$ cat config.mk
export PLATFORM = sky130hd
export DESIGN_NAME = dmem_ctrl_flat
export DESIGN_NICKNAME = d
export VERILOG_FILES = /design/src/rtl/dmem_ctrl_pkg.sv /design/src/rtl/dmem_ctrl_if.sv /design/src/rtl/dmem_lane.sv /design/src/rtl/dmem_ctrl.sv /design/src/flat_wrapper.sv
export SDC_FILE = /design/constraint.sdc
export NUM_CORES = 1
export LEC_CHECK = 0
export CAP_MARGIN = 20
export CORE_MARGIN = 3
export CORE_UTILIZATION = 32
export DETAILED_ROUTE_END_ITERATION = 10
export GPL_ROUTABILITY_DRIVEN = 1
export MAX_ROUTING_LAYER = met4
export PLACE_DENSITY = 0.77
export SLEW_MARGIN = 25
export SYNTH_ARGS = -nofsm -noshare
export SYNTH_HDL_FRONTEND = slang
export SYNTH_SLANG_ARGS = --single-unit
$ cat constraint.sdc
create_clock -name clk -period 2.8 [get_ports clk]
set_clock_uncertainty 0.2 [all_clocks]
set_input_delay 0.56 -clock clk [delete_from_list [all_inputs] [get_ports clk]]
set_output_delay 0.56 -clock clk [all_outputs]
set_load 0.005 [all_outputs]
$ cat src/rtl/dmem_ctrl_pkg.sv
// Shared constants and types for the dmem_ctrl data-memory controller.
// Sub-word support in the controller is selected by DMEM_SUBWORD_EN.
package dmem_ctrl_pkg;

  localparam int DATA_W     = 32;
  localparam int ADDR_W     = 32;
  localparam int BUS_ADDR_W = ADDR_W - 2;
  localparam int BE_W       = DATA_W / 8;

  typedef enum logic [1:0] {
    ST_IDLE = 2'd0,
    ST_BUS  = 2'd1,
    ST_DONE = 2'd2,
    ST_ERR  = 2'd3
  } state_t;

  // Access size codes; 2'b11 behaves like a word.
  localparam logic [1:0] SZ_BYTE = 2'b00;
  localparam logic [1:0] SZ_HALF = 2'b01;
  localparam logic [1:0] SZ_WORD = 2'b10;

endpackage

$ cat src/rtl/dmem_ctrl_if.sv
// CPU-side request/response and external data-bus signals of dmem_ctrl.
// master = the controller itself, slave = the CPU pipeline plus memory bus around it.
interface dmem_ctrl_if;
  import dmem_ctrl_pkg::*;

  logic                  req;
  logic                  we;
  logic [1:0]            size;
  logic                  sext;
  logic [ADDR_W-1:0]     addr;
  logic [DATA_W-1:0]     wdata;
  logic                  stall;
  logic                  done;
  logic                  err;
  logic [DATA_W-1:0]     rdata;
  logic                  bus_req;
  logic                  bus_we;
  logic [BUS_ADDR_W-1:0] bus_addr;
  logic [BE_W-1:0]       bus_be;
  logic [DATA_W-1:0]     bus_wdata;
  logic                  bus_ack;
  logic [DATA_W-1:0]     bus_rdata;

  modport master (
    input  req, we, size, sext, addr, wdata, bus_ack, bus_rdata,
    output stall, done, err, rdata, bus_req, bus_we, bus_addr, bus_be, bus_wdata
  );

  modport slave (
    output req, we, size, sext, addr, wdata, bus_ack, bus_rdata,
    input  stall, done, err, rdata, bus_req, bus_we, bus_addr, bus_be, bus_wdata
  );

endinterface

$ cat src/rtl/dmem_lane.sv
// Byte-lane steering for sub-word accesses: store replication / byte enables
// and load lane extraction with sign or zero extension. Purely combinational.
module dmem_lane
  import dmem_ctrl_pkg::*;
(
  input  logic [1:0]        i_st_size,
  input  logic [1:0]        i_st_addr_lo,
  input  logic [DATA_W-1:0] i_st_wdata,
  output logic [BE_W-1:0]   o_st_be,
  output logic [DATA_W-1:0] o_st_wdata,
  input  logic [1:0]        i_ld_size,
  input  logic [1:0]        i_ld_addr_lo,
  input  logic              i_ld_sext,
  input  logic [DATA_W-1:0] i_ld_word,
  output logic [DATA_W-1:0] o_ld_data
);

  logic [7:0]  w_ld_byte;
  logic [15:0] w_ld_half;

  assign w_ld_byte = i_ld_word[{i_ld_addr_lo, 3'b000} +: 8];
  assign w_ld_half = i_ld_word[{i_ld_addr_lo[1], 4'b0000} +: 16];

  always_comb begin
    o_st_be    = {BE_W{1'b1}};
    o_st_wdata = i_st_wdata;
    case (i_st_size)
      SZ_BYTE: begin
        o_st_be    = 4'b0001 << i_st_addr_lo;
        o_st_wdata = {4{i_st_wdata[7:0]}};
      end
      SZ_HALF: begin
        o_st_be    = i_st_addr_lo[1] ? 4'b1100 : 4'b0011;
        o_st_wdata = {2{i_st_wdata[15:0]}};
      end
      default: ;
    endcase
  end

  always_comb begin
    o_ld_data = i_ld_word;
    case (i_ld_size)
      SZ_BYTE: o_ld_data = {{24{i_ld_sext & w_ld_byte[7]}}, w_ld_byte};
      SZ_HALF: o_ld_data = {{16{i_ld_sext & w_ld_half[15]}}, w_ld_half};
      default: ;
    endcase
  end

endmodule

$ cat src/rtl/dmem_ctrl.sv
// Data-memory access controller: alignment check, lane steering and req/ack bus cycle.
// Define DMEM_SUBWORD_EN for byte/half accesses; otherwise every access is a word.
module dmem_ctrl
  import dmem_ctrl_pkg::*;
#(
  parameter int unsigned TIMEOUT = 255
) (
  input logic         clk,
  input logic         rst_n,
  dmem_ctrl_if.master bus
);

  localparam int CNT_W = (TIMEOUT < 2) ? 1 : $clog2(TIMEOUT + 1);
  localparam logic [CNT_W-1:0] CNT_LAST = CNT_W'(TIMEOUT - 1);

  state_t                r_state;
  logic [CNT_W-1:0]      r_cnt;
  logic                  r_done;
  logic                  r_err;
  logic [DATA_W-1:0]     r_rdata;
  logic                  r_bus_req;
  logic                  r_bus_we;
  logic [BUS_ADDR_W-1:0] r_bus_addr;
  logic [BE_W-1:0]       r_bus_be;
  logic [DATA_W-1:0]     r_bus_wdata;

  logic                  w_misaligned;
  logic [BE_W-1:0]       w_st_be;
  logic [DATA_W-1:0]     w_st_wdata;
  logic [DATA_W-1:0]     w_ld_data;

`ifdef DMEM_SUBWORD_EN
  logic [1:0] r_size;
  logic [1:0] r_addr_lo;
  logic       r_sext;

  assign w_misaligned = (bus.size == SZ_BYTE) ? 1'b0 :
                        (bus.size == SZ_HALF) ? bus.addr[0] :
                                                (bus.addr[1:0] != 2'b00);

  // Store side steers the live request; load side uses the request latched at accept.
  dmem_lane u_lane (
    .i_st_size    (bus.size),
    .i_st_addr_lo (bus.addr[1:0]),
    .i_st_wdata   (bus.wdata),
    .o_st_be      (w_st_be),
    .o_st_wdata   (w_st_wdata),
    .i_ld_size    (r_size),
    .i_ld_addr_lo (r_addr_lo),
    .i_ld_sext    (r_sext),
    .i_ld_word    (bus.bus_rdata),
    .o_ld_data    (w_ld_data)
  );

  always_ff @(posedge clk or negedge rst_n) begin
    if (!rst_n) begin
      r_size    <= SZ_WORD;
      r_addr_lo <= 2'b00;
      r_sext    <= 1'b0;
    end else if (r_state == ST_IDLE && bus.req) begin
      r_size    <= bus.size;
      r_addr_lo <= bus.addr[1:0];
      r_sext    <= bus.sext;
    end
  end
`else
  assign w_misaligned = (bus.addr[1:0] != 2'b00);
  assign w_st_be      = {BE_W{1'b1}};
  assign w_st_wdata   = bus.wdata;
  assign w_ld_data    = bus.bus_rdata;
`endif

  always_ff @(posedge clk or negedge rst_n) begin
    if (!rst_n) begin
      r_state     <= ST_IDLE;
      r_cnt       <= '0;
      r_done      <= 1'b0;
      r_err       <= 1'b0;
      r_rdata     <= '0;
      r_bus_req   <= 1'b0;
      r_bus_we    <= 1'b0;
      r_bus_addr  <= '0;
      r_bus_be    <= '0;
      r_bus_wdata <= '0;
    end else begin
      r_done <= 1'b0;
      r_err  <= 1'b0;
      case (r_state)
        ST_IDLE: begin
          if (bus.req) begin
            if (w_misaligned) begin
              r_state <= ST_ERR;
              r_err   <= 1'b1;
            end else begin
              r_state     <= ST_BUS;
              r_cnt       <= '0;
              r_bus_req   <= 1'b1;
              r_bus_we    <= bus.we;
              r_bus_addr  <= bus.addr[ADDR_W-1:2];
              r_bus_be    <= w_st_be;
              r_bus_wdata <= w_st_wdata;
            end
          end
        end
        ST_BUS: begin
          // An ack in the same cycle as the timeout still completes the access.
          if (bus.bus_ack) begin
            r_state   <= ST_DONE;
            r_bus_req <= 1'b0;
            r_done    <= 1'b1;
            if (!r_bus_we) r_rdata <= w_ld_data;
          end else if (TIMEOUT != 0 && r_cnt == CNT_LAST) begin
            r_state   <= ST_ERR;
            r_bus_req <= 1'b0;
            r_err     <= 1'b1;
          end else begin
            r_cnt <= r_cnt + 1'b1;
          end
        end
        ST_DONE: r_state <= ST_IDLE;
        ST_ERR:  r_state <= ST_IDLE;
        default: r_state <= ST_IDLE;
      endcase
    end
  end

  assign bus.stall     = (r_state == ST_IDLE && bus.req) || (r_state == ST_BUS);
  assign bus.done      = r_done;
  assign bus.err       = r_err;
  assign bus.rdata     = r_rdata;
  assign bus.bus_req   = r_bus_req;
  assign bus.bus_we    = r_bus_we;
  assign bus.bus_addr  = r_bus_addr;
  assign bus.bus_be    = r_bus_be;
  assign bus.bus_wdata = r_bus_wdata;

endmodule

$ cat src/flat_wrapper.sv
// flat-port wrapper written by rule: the top's interface ports become plain ports
module dmem_ctrl_flat import dmem_ctrl_pkg::*;
#(
  parameter int unsigned TIMEOUT = 255
)
  (clk, rst_n, bus_req, bus_we, bus_size, bus_sext, bus_addr, bus_wdata, bus_bus_ack, bus_bus_rdata, bus_stall, bus_done, bus_err, bus_rdata, bus_bus_req, bus_bus_we, bus_bus_addr, bus_bus_be, bus_bus_wdata);
  dmem_ctrl_if bus_i ();
  input logic clk;
  input logic rst_n;
  input wire logic [$bits(bus_i.req)-1:0] bus_req;
  input wire logic [$bits(bus_i.we)-1:0] bus_we;
  input wire logic [$bits(bus_i.size)-1:0] bus_size;
  input wire logic [$bits(bus_i.sext)-1:0] bus_sext;
  input wire logic [$bits(bus_i.addr)-1:0] bus_addr;
  input wire logic [$bits(bus_i.wdata)-1:0] bus_wdata;
  input wire logic [$bits(bus_i.bus_ack)-1:0] bus_bus_ack;
  input wire logic [$bits(bus_i.bus_rdata)-1:0] bus_bus_rdata;
  output wire logic [$bits(bus_i.stall)-1:0] bus_stall;
  output wire logic [$bits(bus_i.done)-1:0] bus_done;
  output wire logic [$bits(bus_i.err)-1:0] bus_err;
  output wire logic [$bits(bus_i.rdata)-1:0] bus_rdata;
  output wire logic [$bits(bus_i.bus_req)-1:0] bus_bus_req;
  output wire logic [$bits(bus_i.bus_we)-1:0] bus_bus_we;
  output wire logic [$bits(bus_i.bus_addr)-1:0] bus_bus_addr;
  output wire logic [$bits(bus_i.bus_be)-1:0] bus_bus_be;
  output wire logic [$bits(bus_i.bus_wdata)-1:0] bus_bus_wdata;
  assign bus_i.req = bus_req;
  assign bus_i.we = bus_we;
  assign bus_i.size = bus_size;
  assign bus_i.sext = bus_sext;
  assign bus_i.addr = bus_addr;
  assign bus_i.wdata = bus_wdata;
  assign bus_i.bus_ack = bus_bus_ack;
  assign bus_i.bus_rdata = bus_bus_rdata;
  assign bus_stall = bus_i.stall;
  assign bus_done = bus_i.done;
  assign bus_err = bus_i.err;
  assign bus_rdata = bus_i.rdata;
  assign bus_bus_req = bus_i.bus_req;
  assign bus_bus_we = bus_i.bus_we;
  assign bus_bus_addr = bus_i.bus_addr;
  assign bus_bus_be = bus_i.bus_be;
  assign bus_bus_wdata = bus_i.bus_wdata;
  dmem_ctrl #(.TIMEOUT(TIMEOUT)) u_core (.clk(clk), .rst_n(rst_n), .bus(bus_i));
endmodule
==> flow_summary.json <==
{
  "r2r_slack_ns": 0.80,
  "synth_xor_area_frac": 0.004049,
  "synth.distinct_cells": 34,
  "critPathArrivalTime_ns": 1.80,
  "async_reset_ff_frac": 1.000,
  "drc": 0,
  "synth.most_common_cell": "nand2_1",
  "drive_above_1_share": 0.09299,
  "wirelength_met1_mm": 4.809,
  "synth-compound-area-share": 0.02834,
  "cts-root-buf": "clkbuf_16",
  "clk_pin_slew_ns": 0.06,
  "clock.fmax_ghz": 0.3909,
  "setup_tns_ns": 0,
  "core_sq_mm": 0.01293,
  "p_seq_frac": 0.407,
  "synth_seq_cells": 109,
  "finalNonFillerCells": 785,
  "drt-vias-per-instance": 4.557,
  "stdcell_area_sq_mm": 0.006857,
  "critPathMaxStageDelay_ns": 0.57,
  "synth_top_family_by_area": "simple AND/OR/NAND/NOR gates",
  "maxCapViolCount": 0,
  "vdd_drop_max_v": 0.0004701,
  "path_cells": "clkdlybuf4s50_1 -> nor2_1 -> nor2_1 -> clkdlybuf4s50_1",
  "synth_adder_area_share": 0.005784,
  "crit_type": "in2out",
  "pre_cts_slack_ns": 0.1600,
  "hold_viol": 0,
  "fillers": 1146,
  "internal_power_mw": 4.804,
  "r2r-start": "u_core.r_state[0]$_DFFE_PN0P_",
  "synthTopCellsByArea": "dfrtp_1 (63%), nand2_1 (17%), mux2_2 (7.8%), clkbuf_1 (1.0%), a211o_1 (0.81%)",
  "synth_edf_count": 0,
  "dr.first_iter.drc_count": 138,
  "dr_wl_met3_um": 868,
  "cts_max_level": 3,
  "synthSimpleGateAreaFrac": 0.2183,
  "initial_core_util": 0.3347,
  "area_growth_pct": 58.47,
  "ant_nets": 0,
  "synth_ff_type": "dfrtp_1",
  "tightestPinTransition_ns": 0.4131,
  "hold_ws_ns": 0.2724,
  "yosysTopAreaCell": "dfrtp_1",
  "clkSinkCount": 109,
  "pwr-share-comb": 0.402,
  "grt-ovfl-total": 0,
  "relSlewSlack": 0.7244,
  "r2r-end": "u_core.bus.bus_wdata[22]$_DFFE_PN0P_",
  "mappedNetlistArea_sq_mm": 0.004327,
  "drt-total-wl_mm": 11.45,
  "seq_area_frac_synth": 0.6304,
  "postSynthAreaPerCell_sq_um": 10.55,
  "cts_tree": "yes",
  "die_w_um": 122.3,
  "slowest_stage": "clkdlybuf4s50_1",
  "dr.pass1.iters": 4,
  "placed_cell_area_sq_mm": 0.006553,
  "p_sw_frac": 0.2808,
  "dp.cells": 769,
  "final_util": 0.5304,
  "synth_mux_area_frac": 0.08329,
  "met2_length_mm": 5.570,
  "min_path_type": "reg2reg",
  "grtUsageTotal": 0.1571,
  "r2r_cells": 5,
  "topRoutingLayerUsed": "met4",
  "critPathLaunchType": "input port",
  "die_y_um": 122.3,
  "design_power_total_mw": 6.679,
  "crit_required_ns": 2.04,
  "grt_max_degree": 68,
  "numPortBuffers": 203,
  "path_buf_inv": 2,
  "hold_path_end": "u_core.bus.bus_addr[18]$_DFFE_PN0P_",
  "cts_buffer_depth": 2,
  "grt_pass1_wl_mm": 17.94,
  "cp-startpoint": "bus_req",
  "wl_per_cell_um": 14.58,
  "diodes": 0,
  "netlist.area_leader.share": 0.6304,
  "rsz0062_at_grt": "false",
  "hpwl_mm": 8.364,
  "fin_crit_ns": 2.558,
  "synthTopCellsByCount": "nand2_1 (192), dfrtp_1 (109), mux2_2 (30), clkbuf_1 (12), nor2_1 (8)",
  "die_area_sq_mm": 0.01495,
  "hold_depth": 2,
  "cp_max_fo": 3,
  "critPathTopFamily": "buffers and inverters",
  "routabilityCongestion": 0.8080,
  "setup_ws_ns": 0.2415,
  "yosys_warnings": 0,
  "clkPwrFrac": 0.190,
  "rows": 41,
  "syn-num-nets": 516,
  "fin_nets": 715,
  "end_kind": "primary output",
  "min_period_over_period": 0.9137,
  "setup_viol": 0,
  "min_from": "u_core.bus.bus_addr[18]$_DFFE_PN0P_",
  "vias": 3577,
  "p_per_area_mw_per_mm2": 974.1,
  "status": "completed",
  "clk_latency_ns": 0.34,
  "cts-buffers-inserted": 9,
  "grt_pass1_vias": 3757,
  "antenna_found_initial": 0,
  "power.leakage_nw": 3.145,
  "p_sw_mw": 1.875,
  "drv_slew": 0,
  "ios": 207,
  "syn_inst": 410
}
[cell usage in the layout, fill, tap and decap left out]
| master | synthesis | final |
|---|---|---|
| xnor2_1 | 2 | 2 |
| dlygate4sd3_1 | 0 | 1 |
| clkbuf_1 | 12 | 3 |
| a41oi_4 | 1 | 1 |
| mux2_1 | 2 | 2 |
| nor4_4 | 1 | 1 |
| nand2_1 | 192 | 192 |
| buf_4 | 3 | 3 |
| o21ai_0 | 5 | 5 |
| nor3_4 | 0 | 1 |
| mux2_2 | 30 | 30 |
| nor3_1 | 3 | 3 |
| nor2_2 | 1 | 1 |
| nand2b_4 | 1 | 1 |
| dfrtp_1 | 109 | 109 |
| or3b_4 | 1 | 1 |
| a211o_1 | 4 | 4 |
| clkbuf_16 | 0 | 9 |
| bufinv_16 | 0 | 1 |
| a21oi_1 | 1 | 1 |
| nor2_1 | 8 | 8 |
| buf_12 | 0 | 4 |
| nor4_1 | 1 | 1 |
| or4_2 | 0 | 1 |
| nor2b_1 | 1 | 1 |
| nand2b_1 | 2 | 2 |
| o21bai_2 | 1 | 1 |
| clkbuf_8 | 0 | 2 |
| nand4_1 | 1 | 1 |
| a22o_1 | 1 | 1 |
| inv_1 | 2 | 2 |
| ha_1 | 2 | 2 |
| and3_1 | 3 | 3 |
| nand3_1 | 7 | 7 |
| clkdlybuf4s50_1 | 0 | 202 |
| and4_1 | 1 | 1 |
| o32a_1 | 1 | 1 |
| nor3b_1 | 2 | 2 |
[cells by family after synthesis]
family / count (synthesis)
buffers and inverters: 24
xor gates and xnor gates: 2
adders and majority gates: 2
AOI/OAI and AO/OA: 14
DFF: 109
muxes: 32
and+or+nand+nor: 227
[worst max path at each step]
stage,end,slack [ns],cells past startpoint
4_1_cts,bus_stall,0.22,4
2_1_floorplan,u_core.bus.bus_wdata[16]$_DFFE_PN0P_,0.88,6
5_1_grt,bus_stall,0.17,4
3_5_place_dp,u_core.r_cnt[1]$_DFFE_PN0P_,0.16,6
3_3_place_gp,u_core.r_cnt[5]$_DFFE_PN0P_,0.22,6
6_report,bus_stall,0.24,4
[flip-flops by register name, indices dropped and copies added, names as in the netlist]
register,flops
u_core.bus.done,1
u_core.r_cnt,8
u_core.bus.bus_be,1
u_core.bus.err,1
u_core.bus.bus_we,1
u_core.r_state,2
u_core.bus.bus_wdata,32
u_core.bus.rdata,32
u_core.bus.bus_addr,30
u_core.bus.bus_req,1
[routing by layer]
metal,vias up,track usage
met2,157,0.2597
met3,13,0.03687
met5,-,-
li1,1707,-
met1,1700,0.1883
met4,0,0.05738
[worst register-to-register path, stage by stage (launching register included)]
cell	delay, ns
dfrtp_1	0.43
nand2b_4	0.19
or4_2	0.61
buf_12	0.22
nand2_1	0.19
nand2_1	0.06
[layout make-up]
type                       instances  area, sq um  share of cell area
clock buffer                      14        264.0             0.03850
multi-input combinational        277         1478              0.2155
clock inverter                     1        30.03            0.004380
sequential                       109         2728              0.3978
timing repair buffer             210         2135              0.3113
tap                              172        215.2             0.03139
inverter                           2        7.507            0.001095
[power by group through the flow]
stage | clock network (mW) | registers (mW) | logic [mW]
2_1_floorplan | 0 | 2.76 | 0.849
3_3_place_gp | 0 | 2.70 | 2.68
3_5_place_dp | 0 | 2.76 | 2.73
4_1_cts | 1.31 | 2.73 | 2.74
5_1_grt | 1.38 | 2.81 | 2.94
6_report | 1.27 | 2.72 | 2.69
[repair_timing]
item                                    CTS  global route
endpoints found under the setup margin    0             0
hold buffers                              1             0
gates resized for setup                   0             0
setup buffers                             0             0
endpoints found under the hold margin    19             0
(Power assumes the default switching activity.)
==> variant 1 (config.mk and constraints unchanged) <==
Encoding of `state_t`: now one-hot (4 bits for 4 states).
--- a/src/rtl/dmem_ctrl_pkg.sv
+++ b/src/rtl/dmem_ctrl_pkg.sv
@@ -9,7 +9,7 @@
 
-  typedef enum logic [1:0] {
-    ST_IDLE = 2'd0,
-    ST_BUS  = 2'd1,
-    ST_DONE = 2'd2,
-    ST_ERR  = 2'd3
+  typedef enum logic [3:0] {
+    ST_IDLE = 4'b0001,
+    ST_BUS  = 4'b0010,
+    ST_DONE = 4'b0100,
+    ST_ERR  = 4'b1000
   } state_t;
Check against the original RTL: no difference found for any inputs over 4 cycles, from zero or initial values and one cycle with rst_n low; so few cycles prove little.
==> variant 1 against the original RTL <==
  * Design area about the same
  * The flow now finishes with violations (hold timing)
  * Synthesized area fell by 0.87%
  * First-iteration DRC count grew 27%
  * Wire length is 11% lower
  * Critical path depth did not move
  * Sequential cell count grew 2
  * Setup slack lost 0.019 ns
  * Total power down 21%
  * Combinational power decreased by 38%
  * Die area down 0.82%
  * Sequential share of layout area increased by 0.73 points
==> variant 1: results (changes against the original RTL) <==
CP Launch Point = u_core.r_state[0]$_DFFE_PN1P_ (was bus_req)
CP arrival = 1.82 ns (was 1.80 ns)
Final Wtd Congestion = 0.808 (about the same)
Flop2flop setup slack = 0.54 ns (was 0.80 ns)
Adder-cell area share of the yosys netlist = 0.583% (was 0.578%)
Slew margin rel. = 65.7% (was 72.4%)
Failing checks = hold timing
P_comb = 0.00166 W (was 0.00269 W)
Met2 GRT Util = 24.1% (was 26.0%)
Global-route wire length before repair = 16.7 mm (was 17.9 mm)
Outcome = complete, but fails checks (was finished, final reports clean)
Slowest CP cell = dfstp_2 (was clkdlybuf4s50_1)
Hold WS = -0.0171 ns (was 0.272 ns)
Lkg Pwr = 2.99 nW (was 3.14 nW)
Synth cell count leaders = dfrtp_1, mux2_1, buf_2 (was nand2_1, dfrtp_1, mux2_2)
Final #Nets = 587 (was 715)
Sequential area share after synthesis = 64.8% (was 63.0%)
Clock share of power = 24.2% (was 19.0%)
Largest cells by area after synthesis = dfrtp_1, mux2_1, buf_2, dfstp_2, a21oi_1 (was dfrtp_1, nand2_1, mux2_2, clkbuf_1, a211o_1)
DP Area = 0.00655 mm2 (about the same)
Synth Area in Compound Gates = 3.59% (was 2.83%)
Vias in the first global route = 3,330 (was 3,757)
Hold violation total from the final report = 20 (was 0)
R2R cell count = 4 (was 5)
Syn nets = 380 (was 516)
Worst path max stage delay = 0.55 ns (was 0.57 ns)
Hold crit path type = input pin to asynchronous set/reset pin (was flop to flop)
Largest net degree at the start of global routing = 47 (was 68)
Combinational group share of total power = 31.4% (was 40.2%)
Post-Syn Instances = 274 (was 410)
==> variant 1: changes by cell type after synthesis, sizes merged, moves of 3 or more <==
cell	delta
nand2	-187
mux2	+63
clkbuf	-11
nor2	-8
a21oi	+4
and2	+4
buf	+4
nand3	-3
o21ai	-3
==> variant 1: area by class of cell <==
type                       instances  share of cell area [%]
clock buffer                      10                    3.48
clock inverter                     6                   0.876
inverter                           3                   0.164
multi-input combinational        145                    21.0
sequential                       111                    40.5
tap                              172                    3.14
timing repair buffer             211                    30.8
==> variant 1: worst max path at each step <==
| stage | to | cells after the start |
|---|---|---|
| 2_1_floorplan | u_core.r_cnt[5]$_DFFE_PN0P_ | 5 |
| 3_3_place_gp | bus_stall | 4 |
| 3_5_place_dp | bus_stall | 4 |
| 4_1_cts | bus_stall | 4 |
| 5_1_grt | bus_stall | 4 |
| 6_report | bus_stall | 4 |
==> variant 2 (same flow settings) <==
Made on the original files. The package constant `ADDR_W` goes from 32 to 36.
--- a/src/rtl/dmem_ctrl_pkg.sv
+++ b/src/rtl/dmem_ctrl_pkg.sv
@@ -5,3 +5,3 @@
   localparam int DATA_W     = 32;
-  localparam int ADDR_W     = 32;
+  localparam int ADDR_W     = 36;
   localparam int BUS_ADDR_W = ADDR_W - 2;
Ports: changed (resized bus_addr and bus_bus_addr); port bits go from 207 to 215. No check against the original RTL was run, so the function may have changed too.
==> variant 2 against the original RTL <==
  * The run now ends with hold timing left
  * Synthesized area rose by 2.8%
  * Sequential cell count increased by 4
  * Design area is 7.6% higher
  * Setup slack improved by 0.011 ns
  * Worst hold slack lost 0.27 ns
  * Total power up 17%
  * Wire length grew 4.1%
==> variant 2: results (changes against the original RTL) <==
Post-Synth XOR/XNOR Area = 0.394% (was 0.405%)
FILL cells = 1,174 (was 1,146)
Synth cell count leaders = nand2_1, dfrtp_1, mux2_2 (unchanged)
Largest net degree at the start of global routing = 114 (was 68)
Worst slew pin tran = 0.626 ns (was 0.413 ns)
Adder-cell area share of the yosys netlist = 0.563% (was 0.578%)
DR WL met2 = 5.66 mm (was 5.57 mm)
GRT Overall Usage = 16.3% (was 15.7%)
Final Wtd Congestion = 0.752 (was 0.808)
Number of port buffers = 211 (was 203)
Failing checks = hold timing
Met2 GRT Util = 25.5% (was 26.0%)
Hpwl dp = 8.51 mm (was 8.36 mm)
Worst-case vdd ir drop = 0.000551 V (was 0.000470 V)
Hold WS = -0.00161 ns (was 0.272 ns)
Placed Cells = 796 (was 769)
1st-iter DRT viols = 119 (was 138)
Syn nets = 536 (was 516)
Post-synthesis cell type count = 33 (was 34)
H-tree levels = 4 (was 3)
Met3 Use GR = 6.72% (was 3.69%)
Switching Share = 27.0% (was 28.1%)
Met1 Usage GRT = 18.4% (was 18.8%)
Lkg Pwr = 3.40 nW (was 3.14 nW)
DRT Pass-1 Iters = 4 (unchanged)
Hold crit path type = input pin to asynchronous set/reset pin (was flop to flop)
Vias in the first global route = 3,930 (was 3,757)
Clock share of power = 28.2% (was 19.0%)
Largest cells by area after synthesis = dfrtp_1, nand2_1, mux2_2, buf_2, clkbuf_1 (was dfrtp_1, nand2_1, mux2_2, clkbuf_1, a211o_1)
Highest metal used = met4 (unchanged)
Clock Latency Late Sink = 0.40 ns (was 0.34 ns)
Routed wire per std cell = 14.4 um (was 14.6 um)
Met3 Routed Length = 1.23 mm (was 868 um)
M1 wire length = 4.87 mm (was 4.81 mm)
Outcome = complete, but fails checks (was finished, final reports clean)
Hold violation total from the final report = 1 (was 0)
Final wirelength = 11.9 mm (was 11.4 mm)
Combinational group share of total power = 35.6% (was 40.2%)
Synth Area in Compound Gates = 2.76% (was 2.83%)
Post-CTS setup buffers = 0 (unchanged)
Final #Nets = 749 (was 715)
Via count = 3,706 (was 3,577)
Sequential area share after synthesis = 63.6% (was 63.0%)
Antenna violations before repair = 0 (unchanged)
Reg clk slew, reported paths = 0.05 ns
Ys async rst share = 100% (unchanged)
Post-Syn Instances = 426 (was 410)
Multiplexer area fraction after synthesis = 8.10% (was 8.33%)
Global-route wire length before repair = 18.6 mm (was 17.9 mm)
Worst-path fanout max = 3 (unchanged)
Share of cells above drive strength 1 = 11.3% (was 9.30%)
CTS buffer count = 17 (was 9)
Post_cts resized = 0 (unchanged)
CP Launch Point = bus_req (unchanged)
variant 2: cell types whose count changed in the layout (fill, tap and decap cells not counted), moves of 2 or more:
cell | before | now
nand2_1 | 192 | 204
clkbuf_16 | 9 | 17
clkdlybuf4s50_1 | 202 | 210
dfrtp_1 | 109 | 113
clkinv_2 | 0 | 3
bufinv_16 | 1 | 3
clkbuf_8 | 2 | 4
clkinvlp_4 | 0 | 2
variant 2: path summary, 6_finish.rpt:
kind | end | slack [ns]
setup / recovery | bus_stall | 0.25
setup reg to reg | u_core.r_cnt[1]$_DFFE_PN0P_ | 0.83
hold reg to reg | u_core.bus.bus_addr[16]$_DFFE_PN0P_ | 0.27
max in group asynchronous | u_core.bus.bus_addr[7]$_DFFE_PN0P_ | 1.89
min in group clk | u_core.bus.bus_addr[16]$_DFFE_PN0P_ | 0.27
hold / removal | u_core.bus.rdata[12]$_DFFE_PN0P_ | -0.002
variant 2: through the flow:
step / area [um2] / setup WS, ns / utilization (%) / power [W] / hold WS, ns
2_1_floorplan: 4450 / 0.930 / - / 0.00371 / 0.0644
3_3_place_gp: 6760 / 0.244 / 50.5 / 0.00557 / 0.260
3_5_place_dp: 6760 / 0.203 / 50.5 / 0.00568 / 0.261
4_1_cts: 7380 / 0.249 / 55.1 / 0.00795 / 0.0552
5_1_grt: 7380 / 0.191 / 55.1 / 0.00834 / 0.0575
6_report: 7380 / 0.253 / 55.1 / 0.00781 / -0.00161
variant 2: final cells by class:
type / instances / area, um2 / share of cell area (%)
flip-flops and latches: 113 / 2830 / 38.3
multi-input cells: 289 / 1520 / 20.6
clock buffers: 23 / 488 / 6.61
clock inverters: 9 / 129 / 1.75
well taps: 176 / 220 / 2.98
inverters: 2 / 7.51 / 0.102
repair buffers: 216 / 2180 / 29.6
